## config.mk

```make
export PLATFORM = sky130hd
export DESIGN_NAME = sonar_scheduler
export DESIGN_NICKNAME = d
export VERILOG_FILES = /design/src/rtl/sonar_pkg.sv /design/src/rtl/sonar_echo_sync.sv /design/src/rtl/sonar_scheduler.sv
export SDC_FILE = /design/constraint.sdc
export NUM_CORES = 1
export LEC_CHECK = 0
export ABC_CLOCK_PERIOD_IN_PS = 4500
export BUFFER_PORTS_ARGS = -buffer_cell sky130_fd_sc_hd__buf_2
export CORE_MARGIN = 8
export CORE_UTILIZATION = 50
export DETAILED_ROUTE_END_ITERATION = 8
export PLACE_DENSITY_LB_ADDON = 0.05
export SYNTH_ARGS = -nofsm -noshare
export SYNTH_HDL_FRONTEND = slang
export SYNTH_SLANG_ARGS = --single-unit
```

## constraint.sdc

```tcl
create_clock -name clk -period 4.5 [get_ports clk]
set_input_delay 0 -clock clk [delete_from_list [all_inputs] [get_ports clk]]
set_output_delay 0 -clock clk [all_outputs]
set_load 0.1 [all_outputs]
```

## src/rtl/sonar_pkg.sv

```systemverilog
// Shared types and default timing for the sonar round-robin scheduler.
// Defaults assume a 50 MHz system clock.
package sonar_pkg;

  typedef enum logic [2:0] {
    IDLE,
    TRIG,
    WAIT,
    MEAS,
    TOUT,
    GAP
  } sonar_state_t;

  localparam int CLK_HZ = 50_000_000;

  // 10 us trigger, 20 ms arm window, 38 ms echo ceiling, 10 ms inter-sensor gap
  localparam int DEF_TRIG_CYCLES = CLK_HZ / 100_000;
  localparam int DEF_ARM_TIMEOUT = CLK_HZ / 50;
  localparam int DEF_ECHO_MAX    = (CLK_HZ / 1000) * 38;
  localparam int DEF_GAP_CYCLES  = CLK_HZ / 100;

  // Fill bit replicated across a distance register to mark "no target"
  localparam bit DIST_TIMEOUT = '1;

endpackage

```

## src/rtl/sonar_echo_sync.sv

```systemverilog
// Two-flop synchroniser for the asynchronous echo lines, followed by a
// history flop so rising and falling edges of the synchronised level can
// be reported as single-cycle pulses.
module sonar_echo_sync #(
  parameter int WIDTH = 4
) (
  input  logic             clk,
  input  logic             reset,
  input  logic [WIDTH-1:0] echo_i,
  output logic [WIDTH-1:0] rise_o,
  output logic [WIDTH-1:0] fall_o
);

  logic [WIDTH-1:0] meta_q;
  logic [WIDTH-1:0] sync_q;
  logic [WIDTH-1:0] prev_q;

  // Synchroniser chain plus one cycle of history for edge detection
  always_ff @(posedge clk) begin
    if (reset) begin
      meta_q <= '0;
      sync_q <= '0;
      prev_q <= '0;
    end else begin
      meta_q <= echo_i;
      sync_q <= meta_q;
      prev_q <= sync_q;
    end
  end

  assign rise_o = sync_q & ~prev_q;
  assign fall_o = ~sync_q & prev_q;

endmodule

```

## src/rtl/sonar_scheduler.sv

```systemverilog
// Round-robin sequencer for N_SONAR ultrasonic rangefinders: fires one
// trigger at a time, times the synchronised echo-high width, applies arm and
// echo timeouts and publishes one distance register per sensor.
// Optional feature: define SONAR_MASK_EN to add the mask port, which skips
// sensors whose mask bit is 0.
module sonar_scheduler
  import sonar_pkg::*;
#(
  parameter int N_SONAR     = 4,
  parameter int DIST_W      = 32,
  parameter int TRIG_CYCLES = DEF_TRIG_CYCLES,
  parameter int ARM_TIMEOUT = DEF_ARM_TIMEOUT,
  parameter int ECHO_MAX    = DEF_ECHO_MAX,
  parameter int GAP_CYCLES  = DEF_GAP_CYCLES,
  localparam int ACT_W      = (N_SONAR > 1) ? $clog2(N_SONAR) : 1
) (
  input  logic                        clk,
  input  logic                        reset,
  input  logic                        enable,
  input  logic [N_SONAR-1:0]          echo,
`ifdef SONAR_MASK_EN
  input  logic [N_SONAR-1:0]          mask,
`endif
  output logic [N_SONAR-1:0]          trigger,
  output logic [N_SONAR*DIST_W-1:0]   distance,
  output logic [N_SONAR-1:0]          valid,
  output logic [N_SONAR-1:0]          timeout,
  output logic [ACT_W-1:0]            active
);

  sonar_state_t        state_q, state_d;
  logic [DIST_W-1:0]   cnt_q, cnt_d;
  logic [ACT_W-1:0]    active_q, active_d;
  logic [DIST_W-1:0]   dist_q [N_SONAR];
  logic [N_SONAR-1:0]  valid_q;
  logic [N_SONAR-1:0]  tout_q;

  logic [N_SONAR-1:0]  echoRise;
  logic [N_SONAR-1:0]  echoFall;
  logic [N_SONAR-1:0]  svcMask;

  logic                resultLoad;
  logic                resultTout;
  logic [DIST_W-1:0]   resultVal;

  sonar_echo_sync #(
    .WIDTH(N_SONAR)
  ) u_echo_sync (
    .clk   (clk),
    .reset (reset),
    .echo_i(echo),
    .rise_o(echoRise),
    .fall_o(echoFall)
  );

`ifdef SONAR_MASK_EN
  assign svcMask = mask;
`else
  assign svcMask = '1;
`endif

  // First serviceable sensor at or after cur+offset, wrapping; keeps cur if none
  function automatic logic [ACT_W-1:0] pickSensor(input logic [ACT_W-1:0] cur,
                                                  input logic [N_SONAR-1:0] m,
                                                  input int offset);
    logic [ACT_W-1:0] sel;
    int               idx;
    sel = cur;
    for (int k = N_SONAR - 1; k >= 0; k--) begin
      idx = (int'(cur) + offset + k) % N_SONAR;
      if (m[idx]) sel = ACT_W'(idx);
    end
    return sel;
  endfunction

  // State, shared cycle counter and current-sensor index
  always_ff @(posedge clk) begin
    if (reset) begin
      state_q  <= IDLE;
      cnt_q    <= '0;
      active_q <= '0;
    end else begin
      state_q  <= state_d;
      cnt_q    <= cnt_d;
      active_q <= active_d;
    end
  end

  // Sequencing: trigger, wait for a fresh echo rise, time it, then idle gap
  always_comb begin
    state_d  = state_q;
    cnt_d    = cnt_q;
    active_d = active_q;
    case (state_q)
      IDLE: begin
        if (enable && (|svcMask)) begin
          active_d = pickSensor(active_q, svcMask, 0);
          state_d  = TRIG;
          cnt_d    = '0;
        end
      end
      TRIG: begin
        if (cnt_q == DIST_W'(TRIG_CYCLES - 1)) begin
          state_d = WAIT;
          cnt_d   = '0;
        end else begin
          cnt_d = cnt_q + DIST_W'(1);
        end
      end
      WAIT: begin
        if (echoRise[active_q]) begin
          state_d = MEAS;
          cnt_d   = DIST_W'(1);
        end else if (cnt_q == DIST_W'(ARM_TIMEOUT - 1)) begin
          state_d = TOUT;
          cnt_d   = '0;
        end else begin
          cnt_d = cnt_q + DIST_W'(1);
        end
      end
      MEAS: begin
        if (echoFall[active_q]) begin
          state_d = GAP;
          cnt_d   = '0;
        end else if (cnt_q == DIST_W'(ECHO_MAX)) begin
          state_d = TOUT;
          cnt_d   = '0;
        end else begin
          cnt_d = cnt_q + DIST_W'(1);
        end
      end
      TOUT: begin
        state_d = GAP;
        cnt_d   = '0;
      end
      GAP: begin
        if (cnt_q == DIST_W'(GAP_CYCLES - 1)) begin
          cnt_d    = '0;
          active_d = pickSensor(active_q, svcMask, 1);
          state_d  = (enable && (|svcMask)) ? TRIG : IDLE;
        end else begin
          cnt_d = cnt_q + DIST_W'(1);
        end
      end
      default: begin
        state_d = IDLE;
        cnt_d   = '0;
      end
    endcase
  end

  // Trigger line of the active sensor and the result write for this cycle
  always_comb begin
    trigger    = '0;
    resultLoad = 1'b0;
    resultTout = 1'b0;
    resultVal  = cnt_q;
    if (state_q == TRIG) trigger[active_q] = 1'b1;
    if (state_q == MEAS && echoFall[active_q]) begin
      resultLoad = 1'b1;
    end else if (state_q == TOUT) begin
      resultLoad = 1'b1;
      resultTout = 1'b1;
      resultVal  = {DIST_W{DIST_TIMEOUT}};
    end
  end

  // Per-sensor result registers; only the active sensor's slot is written
  always_ff @(posedge clk) begin
    if (reset) begin
      for (int i = 0; i < N_SONAR; i++) dist_q[i] <= '0;
      valid_q <= '0;
      tout_q  <= '0;
    end else begin
      valid_q <= '0;
      if (resultLoad) begin
        dist_q[active_q]  <= resultVal;
        valid_q[active_q] <= 1'b1;
        tout_q[active_q]  <= resultTout;
      end
    end
  end

  for (genvar g = 0; g < N_SONAR; g++) begin : g_dist
    assign distance[g*DIST_W +: DIST_W] = dist_q[g];
  end

  assign valid   = valid_q;
  assign timeout = tout_q;
  assign active  = active_q;

endmodule

```

After elaboration in Yosys (flattened, before gate mapping) --
Memory sizes are Yosys's and may differ from the RTL's. Index checks and enable logic that the tools add are counted.
Cells by class: $add $sub $neg 7, bitwise logic cells 11, order comparisons 9, mux-type cells 69, eq/ne operators 17, reduce and logical (&&, ||, !) cells 14
Operators with widths (count):
- 32-bit two-way mux | 10
- 32-bit one-hot mux with 5 select lines | 1
- 32-bit by 3-bit adder with 32-bit output (second input constant) | 2
- 32-bit by 1-bit adder with 32-bit output (second input constant) | 1
- 32-bit by 2-bit adder with 32-bit output (second input constant) | 1
- 32-bit by 19-bit equality test with 1-bit output (second input constant) | 1
- 32-bit by 20-bit equality test with 1-bit output (second input constant) | 1
- 32-bit by 21-bit equality test with 1-bit output (second input constant) | 1
- 32-bit by 9-bit equality test with 1-bit output (second input constant) | 1
- 32-bit OR reduction | 1
- 1-bit two-way mux | 26
- 3-bit by 4-bit < comparator with 1-bit output (second input constant) | 6
- 2-bit two-way mux | 11
- 3-bit two-way mux | 7
- 1-bit binary-select mux with 2-bit select | 9
- 3-bit one-hot mux with 6 select lines | 1
- 2-bit OR reduction | 7
- 4-bit AND | 2
- 2-bit inequality test (second input constant) | 4
- 4-bit NOT | 2
- 3-bit by 2-bit equality test with 1-bit output (second input constant) | 2
- 3-bit equality test (second input constant) | 2
- 2-bit by 3-bit < comparator with 1-bit output (second input constant) | 2
- 6-bit AND reduction | 1
- 19 further kinds | 25
Word-level totals: memories kept 1, output and inout port bits 142, flip-flop bits (word level) 57, word-level logic and storage cells 136, bits in writable memories 128
Memory list:
- dist_q | words 4, width 32, read ports 4, clocked after memory_dff 0, write ports 4, RTL line sonar_scheduler.sv:34 | logic [DIST_W-1:0] dist_q [N_SONAR];

Logic depth before layout (Yosys ltp) --
Gate-level depths: netlist of the first run.
word-level depth 13, mapped depth 9, mapped depth without buffers 8

Cells and area by module --
Synthesis of the first run repeated with hierarchy kept, for this count alone.
Unflattened totals: cells, all modules 658, area, all modules 7614.8 µm²
By module, submodules not included:
- sonar_scheduler | cells each 625, area an instance 7198.2 µm², seq. area each 4744.6 µm², times used 1
- sonar_echo_sync | cells each 33, area an instance 416.6 µm², seq. area each 240.2 µm², times used 1

Least setup slack after synthesis of the first run --
OpenSTA, ideal clock, no wires.
path type register -> register, start reg active_q[1], in the netlist active[1], end mem dist_q[3][0] (enable), required time 4.030 ns, arrival time 4.635 ns, path buffers 0, library setup time 0.470 ns, cell stages (with the launch flop) 6, clock period less this slack 5.105 ns, slack -0.605 ns, path through dfxtp_1 -> clkinv_1 -> mux4_2 -> nor2_1 -> nor2_1 -> o31ai_1
RTL lines:
- start: declaration | RTL line sonar_scheduler.sv:33 | logic [ACT_W-1:0] active_q, active_d;
- start signal: assignment | RTL line sonar_scheduler.sv:85 | active_q <= active_d;
- end: declaration | RTL line sonar_scheduler.sv:34

==> flow_summary_export.csv, run 1 <==
group,metric,value,unit
critical_path,crit_end,"dist_q[3][4]",
clock_network,clk_latency,430,ps
layout,final_core_util,0.607,
global_route,busiest_layer,"met2",
critical_path,crit_path_end_kind,"register",
sta,timing.final.crit_share,0.736,
drt,firstDrtPassIters,5,
global_route,grt_use_met3,0.0616,
critical_path,crit_type,"register to register",
drt,routedWlPerCell,18.2,um
synthesis,ys_top_cells_by_area,"edfxtp_1, dfxtp_1, nor2_1, nor3_1, clkbuf_1",
clock_network,numCtsBuffers,17,
power_and_ir_drop,p_per_area,506,nW/um^2
die,initial_core_util,0.505,
worst_hold_path,hold_path_class,"primary input to register",
critical_path,critical_path.max_fanout,17,
sta,rsz0062_at_grt,"no",
synthesis,yosys_warnings,0,
synthesis,synth_seq_cells,185,
synthesis,synthesis.area,7590,sq um
sta,final-hold-violation-count,0,
placed_design,port_buffers,148,
die,fp.dieW,139,um
global_route,met1_usage,0.251,
drt,drcViolationCount,0,
sta,skew,7.91,ps
power_and_ir_drop,vdd_drop_max,0.307,mV
die,core,15000,sq um
critical_path,crit_chain,"clkinv_1 > mux4_2 > nor2_1 > nor2_1 > o31ai_4 > buf_4",
critical_path,rrSetupSlack,1190,ps
critical_path,cp_slowest_cell,"o31ai_4",
clock_network,cts-root-buf,"clkbuf_16",
clock_network,cts_tree,"yes",
synthesis,syn-num-nets,688,
critical_path,max_stage_delay,850,ps
global_route,grtUsageMet2,0.300,
sta,worst_pin_slew,1230,ps
sta,drv_slew,0,
drt,drtIter0Drc,414,
layout,area_growth,20.2,%
power_and_ir_drop,p_leak,3.42,nW
die,die_area,19400,sq um
run,max-cap-violations,0,
sta,period_needed,3310,ps
critical_path,required,4610,ps
die,io-pin-count,149,
synthesis,synthCells,675,
die,die_y,139,um
critical_path,r2r_cells,6,
clock_network,post_cts_buffers,0,
critical_path,crit_arrival,3430,ps
global_route,grt_usage,0.191,
synthesis,yosysUniqueCellTypes,51,
worst_hold_path,worstHoldPathCells,2,
drt,final_antenna_net_count,0,
layout,mostFrequentLayoutCell,"buf_2",
layout,fin_area,9130,sq um
clock_network,ctsLongestPathBuffers,2,
status,status,"complete, no violations",
sta,slew_headroom,0.177,
global_route,grt_overflow_total,0,
critical_path,cpMostUsedCell,"nor2_1",
synthesis,synth_edf_count,128,
critical_path,path_depth,6,
critical_path,crit_start,"active[1]",
placed_design,place_area,8490,sq um
layout,diodes,0,
global_route,antenna_found_initial,0,
drt,wl,18400,um
clock_network,cts.clk_slew.worst_paths,70,ps
synthesis,synthArstFlopShare,0,
synthesis,synth_top_cell_by_area,"edfxtp_1",
synthesis,synth_flop_cell,"edfxtp_1",
worst_hold_path,hp-start,"reset",
drt,vias_per_cell,5.48,
placed_design,place_ws,1170,ps
global_route,grt_max_degree,94,
clock_network,cts_num_sinks,185,
critical_path,r2r-start,"active[1]",
drt,vias,5528,
layout,nets,821,
global_route,grt_pass1_wl,29600,um
critical_path,crit_family,"compound AO/OA/AOI/OAI gates",
critical_path,r2r-end,"dist_q[3][4]",
sta,finalSetupViolations,0,
die,fp-row-count,45,
synthesis,synth-seq-area-share,0.657,
placed_design,gp_congestion,0.883,
sta,fin_hold_ws,37.0,ps
sta,fmax,302,MHz
sta,layout_setup_ws,1190,ps
clock_network,post_cts_resized,0,
placed_design,place_hpwl,12100,um
global_route,grt_pass1_vias,5428,
critical_path,cp_num_buf_inv,2,
clock_network,cts.htree.levels,4,
critical_path,cp-start-kind,"register",
layout,layout_common_cells,"buf_2, nor2_1, edfxtp_1, nor3_1, dfxtp_1",
layout,drive_above_1_share,0.246,
synthesis,synth_top_area_share,0.506,
synthesis,synth.avg_cell_area,11.2,sq um
Yosys cell counts, drive strengths merged (2+ instances only):
library cell and instances:
buf 5, a21oi 12, and4 5, edfxtp 128, mux4 2, a22oi 4
nor3 77, xor2 12, dfxtp 57, nand4 18, nand2 36, nor4 8
or3 4, and2 8, o22ai 2, nor2 138, nor2b 19, or4 4
inv 9, nand4b 2, xnor2 11, o31ai 3, nor3b 2, ha 6
o211ai 4, nand2b 9, nand3 14, o21ai 12, or3b 2, and3 7
clkbuf 40
flip-flops by register name, summed over array words and instances, names as in the netlist:
| name | count |
|---|---|
| active | 2 |
| cnt_q | 32 |
| dist_q | 128 |
| state_q | 3 |
| timeout | 4 |
| u_echo_sync.meta_q | 4 |
| u_echo_sync.prev_q | 4 |
| u_echo_sync.sync_q | 4 |
| valid | 4 |
stage by stage:
step | cells | power (mW) | TNS, ps
after floorplan | 675 | 2.91 | -33350
after detailed placement | 973 | 3.13 | 0
after global routing | 1009 | 4.78 | 0
after global placement | 973 | 3.12 | 0
final | 1009 | 4.62 | 0
after CTS | 1009 | 4.65 | 0
routing by layer:
layer,vias to the layer above,part of all wire
met5,-,0
met4,0,0.011
met3,17,0.063
met2,158,0.46
met1,2682,0.46
li1,2671,-
how the worst min path moves through the flow:
| stage | to | slack [ps] |
|---|---|---|
| final | active[0] | 40 |
| after global routing | u_echo_sync.sync_q[3] | 50 |
| after CTS | timeout[2] | 20 |
| after detailed placement | u_echo_sync.meta_q[2] | 210 |
| after global placement | u_echo_sync.meta_q[3] | 210 |
| after floorplan | u_echo_sync.meta_q[0] | 130 |
report_power, final:
part           switching [mW]  internal [mW]
clock                   0.649          0.876
combinational           0.950          0.165
sequential             0.0624           1.91
cell families after synthesis:
group	after synthesis	synth area share
compound gates	47	0.0424
xor+xnor	23	0.0265
fa+ha+maj	6	0.00989
buf+inv	55	0.0288
flops	185	0.657
mux	3	0.00725
simple gates	356	0.228
final cells by class:
| class | instances | area (sq um) |
|---|---|---|
| Multi-Input combinational cell | 435 | 2440 |
| Timing Repair Buffer | 159 | 833 |
| Fill cell | 1235 | 5910 |
| Sequential cell | 185 | 4980 |
| Clock buffer | 17 | 425 |
| Clock inverter | 15 | 174 |
| Tap cell | 188 | 235 |
| Inverter | 10 | 37.5 |
timing repair:
item,in CTS,in global routing
hold buffers,4,0
endpoints found under the setup margin,0,0
endpoints found under the hold margin,4,0
No activity file was read; power rests on OpenSTA's default activity.
==> run 2: changes to the inputs <==
Settings changed: ABC_AREA set to 1, ABC_CLOCK_PERIOD_IN_PS 4500 to 3500, CORE_UTILIZATION 50 to 55.
Clock period 4.5 ns to 3.5 ns, I/O delays scaled along.
==> flow_summary_export.csv, run 2 <==
group,metric,value,unit
critical_path,cpMostUsedCell,"nand3_1",
sta,finalSetupViolations,0,
run,max-cap-violations,0,
sta,worst_pin_slew,890,ps
critical_path,crit_type,"register to register",
power_and_ir_drop,vdd_drop_max,0.338,mV
critical_path,required,3640,ps
critical_path,r2r-start,"active[0]",
synthesis,synth-seq-area-share,0.634,
placed_design,port_buffers,148,
worst_hold_path,min_delay_worst_endpoint,"active[0]",
sta,rsz0062_at_grt,"no",
synthesis,synth_top_cell_by_area,"edfxtp_1",
layout,nets,1001,
placed_design,place_hpwl,13900,um
layout,largestRegisters,"dist_q (128), cnt_q (32)",
synthesis,syn-num-nets,848,
sta,final-hold-violation-count,0,
die,fp.dieW,136,um
layout,stdcell_count,1181,
sta,fmax,382,MHz
power_and_ir_drop,total_power,5.60,mW
power_and_ir_drop,p_per_area,592,nW/um^2
worst_hold_path,worstHoldPathCells,2,
status,status,"complete, no violations",
clock_network,clk_latency,430,ps
placed_design,dp.cells,1145,
drt,vias,6145,
synthesis,synth_flop_cell,"edfxtp_1",
layout,regMostFlops,"dist_q",
synthesis,synth_top_area_share,0.489,
critical_path,crit_chain,"nand3_1 > nand3_1 > nand2_1 > nand2_1 > nand2_2 > nor2_2 > nand3_1 > nand2_2 > buf_4",
layout,layout_common_cells,"nor2_1, buf_2, edfxtp_1, nand2_1, inv_1",
drt,drcViolationCount,0,
synthesis,synthesis.area,7870,sq um
sta,timing.final.crit_share,0.749,
sta,period_needed,2620,ps
die,die_area,18400,sq um
synthesis,synthArstFlopShare,0,
synthesis,synth_common_cells,"nor2_1, edfxtp_1, nand2_1",
clock_network,numCtsBuffers,17,
worst_hold_path,hold_path_class,"primary input to register",
clock_network,cts.htree.levels,4,
synthesis,synth.avg_cell_area,9.42,sq um
layout,mostFrequentLayoutCell,"nor2_1",
synthesis,synth_edf_count,128,
synthesis,yosysMostFrequentCell,"nor2_1",
sta,skew,7.42,ps
synthesis,synthCells,835,
critical_path,crit_family,"simple AND/OR/NAND/NOR gates",
critical_path,rrSetupSlack,880,ps
critical_path,path_depth,9,
worst_hold_path,hp-start,"reset",
critical_path,critical_path.max_fanout,22,
critical_path,r2r-end,"dist_q[0][18]",
global_route,grt_overflow_total,0,
placed_design,gp_congestion,0.907,
critical_path,cp-start-kind,"register",
clock_network,post_cts_buffers,0,
sta,fin_setup_tns,0,ps
drt,wl,19700,um
global_route,grt_usage,0.218,
global_route,grt_pass1_vias,6016,
die,io-pin-count,149,
clock_network,cts.clk_slew.worst_paths,60,ps
die,die_y,136,um
critical_path,crit_path_end_kind,"register",
global_route,grt_pass1_wl,31300,um
clock_network,cts_num_sinks,185,
critical_path,crit_arrival,2760,ps
power_and_ir_drop,p_leak,3.79,nW
drt,routedWlPerCell,16.7,um
synthesis,ys_top_cells_by_area,"edfxtp_1, dfxtp_1, nor2_1, nand2_1, inv_1",
layout,drive_above_1_share,0.213,
synthesis,yosys_warnings,0,
die,initial_core_util,0.564,
layout,final_core_util,0.678,
synthesis,synth_seq_cells,185,
layout,diodes,0,
die,core,13900,sq um
synthesis,yosysUniqueCellTypes,33,
critical_path,cp_slowest_cell,"dfxtp_1",
die,fp-row-count,43,
sta,slew_headroom,0.404,
critical_path,r2r_cells,9,
drt,vias_per_cell,5.20,
clock_network,ctsLongestPathBuffers,2,
clock_network,cts_tree,"yes",
drt,firstDrtPassIters,5,
drt,drtIter0Drc,454,
global_route,antenna_found_initial,0,
global_route,grt_max_degree,36,
layout,largest_register_ffs,128,
drt,final_antenna_net_count,0,
critical_path,max_stage_delay,590,ps
sta,drv_slew,0,
clock_network,cts-root-buf,"clkbuf_16",
layout,area_growth,20.1,%
critical_path,cp_num_buf_inv,1,
## run 2: cell type report
type / count / area [sq um]
inverters: 83 / 312
clock buffers: 21 / 460
fillers: 1157 / 4490
multi-input cells: 540 / 2450
flip-flops and latches: 185 / 4980
repair buffers: 161 / 848
clock inverters: 11 / 166
well taps: 180 / 225
## run 2: through the flow
step                      hold slack (ps)  setup WS, ps  instance area [sq um]
after global routing                 62.1           664                   9450
after detailed placement              208           923                   8780
after floorplan                       107           198                   7870
after global placement                207          1050                   8780
after CTS                            30.9           885                   9450
final                                39.6           879                   9450
## run 2: kinds of logic after synthesis
logic type	Yosys count	synth area share
and+or+nand+nor	472	0.249
adders and majority gates	6	0.00954
xor gates and xnor gates	18	0.0200
buffers and inverters	110	0.0570
DFF	185	0.634
AOI/OAI and AO/OA	44	0.0302
## run 2: power by group
part	internal [mW]	switching, mW	leakage, nW
combinational	0.172	0.929	1.71
clock	1.23	0.796	0.302
sequential	2.42	0.0503	1.78
## run 2: worst max-delay path by stage
stage	start	to	slack, ps
2_1_floorplan	active[1]	dist_q[0][0]	200
3_3_place_gp	active[0]	dist_q[1][15]	1050
3_5_place_dp	active[0]	dist_q[1][15]	920
4_1_cts	active[0]	dist_q[0][18]	880
5_1_grt	active[0]	dist_q[1][14]	660
6_report	active[0]	dist_q[0][18]	880
## run 2: metal layers
layer	up-vias	global-route usage	routed length, um
met2	216	0.367	9560
met5	-	0	0
li1	2994	-	-
met4	0	0.0672	310
met1	2911	0.270	8400
met3	24	0.0556	1470
## run 2: repair_timing
action,4_1_cts,5_1_grt
resized for setup,0,0
hold buffers,4,0
endpoints found under the hold margin,4,0
==> run 3: changes to the inputs <==
Settings changed: ABC_CLOCK_PERIOD_IN_PS 3500 to 2100, CORE_UTILIZATION 55 to 50.
Clock period 3.5 ns to 2.1 ns, I/O delays scaled along.
==> flow_summary_export.csv, run 3 (synthesized netlist as in run 2, its figures left out) <==
group,metric,value,unit
global_route,grt_usage,0.204,
placed_design,place_ws,18.2,ps
global_route,grt_overflow_total,0,
die,io-pin-count,149,
global_route,grt_pass1_vias,5990,
die,core,15700,sq um
drt,vias,6112,
sta,finalSetupViolations,0,
critical_path,r2r_cells,8,
global_route,grt_pass1_wl,31700,um
drt,final_antenna_net_count,0,
clock_network,post_cts_buffers,0,
critical_path,required,2100,ps
sta,timing.final.crit_share,0.951,
critical_path,r2r-start,"cnt_q[2]",
drt,wl,20200,um
layout,fill_cells,1387,
power_and_ir_drop,p_leak,3.92,nW
sta,rsz0062_at_grt,"yes",
critical_path,crit_arrival,2000,ps
placed_design,gp_congestion,0.961,
die,fp-row-count,46,
layout,final-seq-area,4990,sq um
drt,drcViolationCount,0,
sta,final-hold-violation-count,0,
power_and_ir_drop,p_per_area,926,nW/um^2
status,status,"complete, no violations",
clock_network,cts_num_sinks,185,
worst_hold_path,hp-start,"enable",
sta,drv_slew,0,
clock_network,cts_tree,"yes",
die,initial_core_util,0.502,
clock_network,ctsLongestPathBuffers,2,
worst_hold_path,hold_path_class,"primary input to register",
sta,fmax,501,MHz
critical_path,r2r-end,"cnt_q[23]",
placed_design,port_buffers,148,
layout,mostFrequentLayoutCell,"nor2_1",
die,die_area,20000,sq um
power_and_ir_drop,total_power,9.07,mW
sta,layout_setup_ws,104,ps
critical_path,rrSetupSlack,110,ps
placed_design,place_hpwl,14300,um
drt,drtIter0Drc,424,
layout,diodes,0,
worst_hold_path,worstHoldPathCells,6,
run,max-cap-violations,0,
clock_network,cts-root-buf,"clkbuf_16",
drt,routedWlPerCell,16.2,um
sta,period_needed,2000,ps
clock_network,cts.htree.levels,4,
critical_path,critical_path.max_fanout,6,
global_route,antenna_found_initial,0,
layout,area_growth,24.6,%
global_route,grt_max_degree,33,
critical_path,crit_type,"register to primary output",
drt,vias_per_cell,4.91,
layout,fin_area,9800,sq um
power_and_ir_drop,vdd_drop_max,0.574,mV
critical_path,cp-start-kind,"register",
placed_design,dp.cells,1204,
layout,stdcell_count,1244,
clock_network,cts.clk_slew.worst_paths,60,ps
layout,nets,1028,
sta,skew,7.88,ps
clock_network,numCtsBuffers,17,
drt,firstDrtPassIters,7,
layout,largestRegisters,"dist_q (128), cnt_q (32)",
sta,worst_pin_slew,653,ps
worst_hold_path,min_delay_worst_endpoint,"cnt_q[6]",
clock_network,clk_latency,430,ps
sta,fin_hold_ws,141,ps
die,die_y,141,um
layout,layout_common_cells,"nor2_1, buf_2, edfxtp_1, nand2_1, inv_1",
sta,fin_setup_tns,0,ps
layout,final_core_util,0.626,
layout,regMostFlops,"dist_q",
layout,largest_register_ffs,128,
layout,multi_input_area,2610,sq um
placed_design,place_area,9080,sq um
critical_path,crit_path_end_kind,"primary output",
layout,drive_above_1_share,0.247,
sta,slew_headroom,0.560,
die,fp.dieW,141,um
## run 3: cell types whose count changed in the layout (fill, tap and decap cells not counted), sizes merged
| cell | change |
|---|---|
| buf | +22 |
| bufinv | -3 |
| clkbuf | -1 |
| clkinv | +4 |
| dlygate4sd3 | +1 |
| inv | +1 |
| nand2 | +3 |
## run 3: cell type report
| type | instances | share of cell area |
|---|---|---|
| clock buffers | 19 | 0.0452 |
| clock inverters | 13 | 0.0124 |
| inverters | 83 | 0.0318 |
| multi-input cells | 543 | 0.267 |
| flip-flops and latches | 185 | 0.510 |
| well taps | 216 | 0.0276 |
| repair buffers | 185 | 0.107 |
## run 3: layer usage
metal  routed length (um)  part of all wire  track usage  up-vias
met5                    0                 0            0        -
met4                  291             0.014       0.0599        0
met3                 1400             0.070       0.0571       24
met2                 9380              0.46        0.331      170
met1                 9120              0.45        0.260     2868
li1                     -                 -            -     3050
## run 3: power breakdown
| part | internal (mW) | switching [mW] |
|---|---|---|
| clock network | 1.67 | 1.37 |
| registers | 4.03 | 0.0808 |
| logic | 0.326 | 1.59 |
| total | 6.03 | 3.04 |
## run 3: how the worst max path moves through the flow
stage	cells after the start	startpoint	end	slack, ps
4_1_cts	12	cnt_q[0]	cnt_q[20]	4
6_report	6	active[1]	trigger[1]	100
2_1_floorplan	10	active[0]	dist_q[0][0]	-20
5_1_grt	9	active[1]	dist_q[2][23]	-5
3_3_place_gp	12	cnt_q[0]	cnt_q[20]	140
3_5_place_dp	12	cnt_q[0]	cnt_q[20]	20
## run 3: repair_timing
action	in CTS	in global routing
resized for setup	0	15
hold endpoints to repair	14	0
endpoints found under the setup margin	0	120
hold buffers	5	0
## run 3: critical path, cell delays in order, from the launching register on
cell and delay (ps):
dfxtp_4 360, inv_1 250, buf_4 180, ha_1 150, inv_1 70, nor2_2 110
buf_2 440
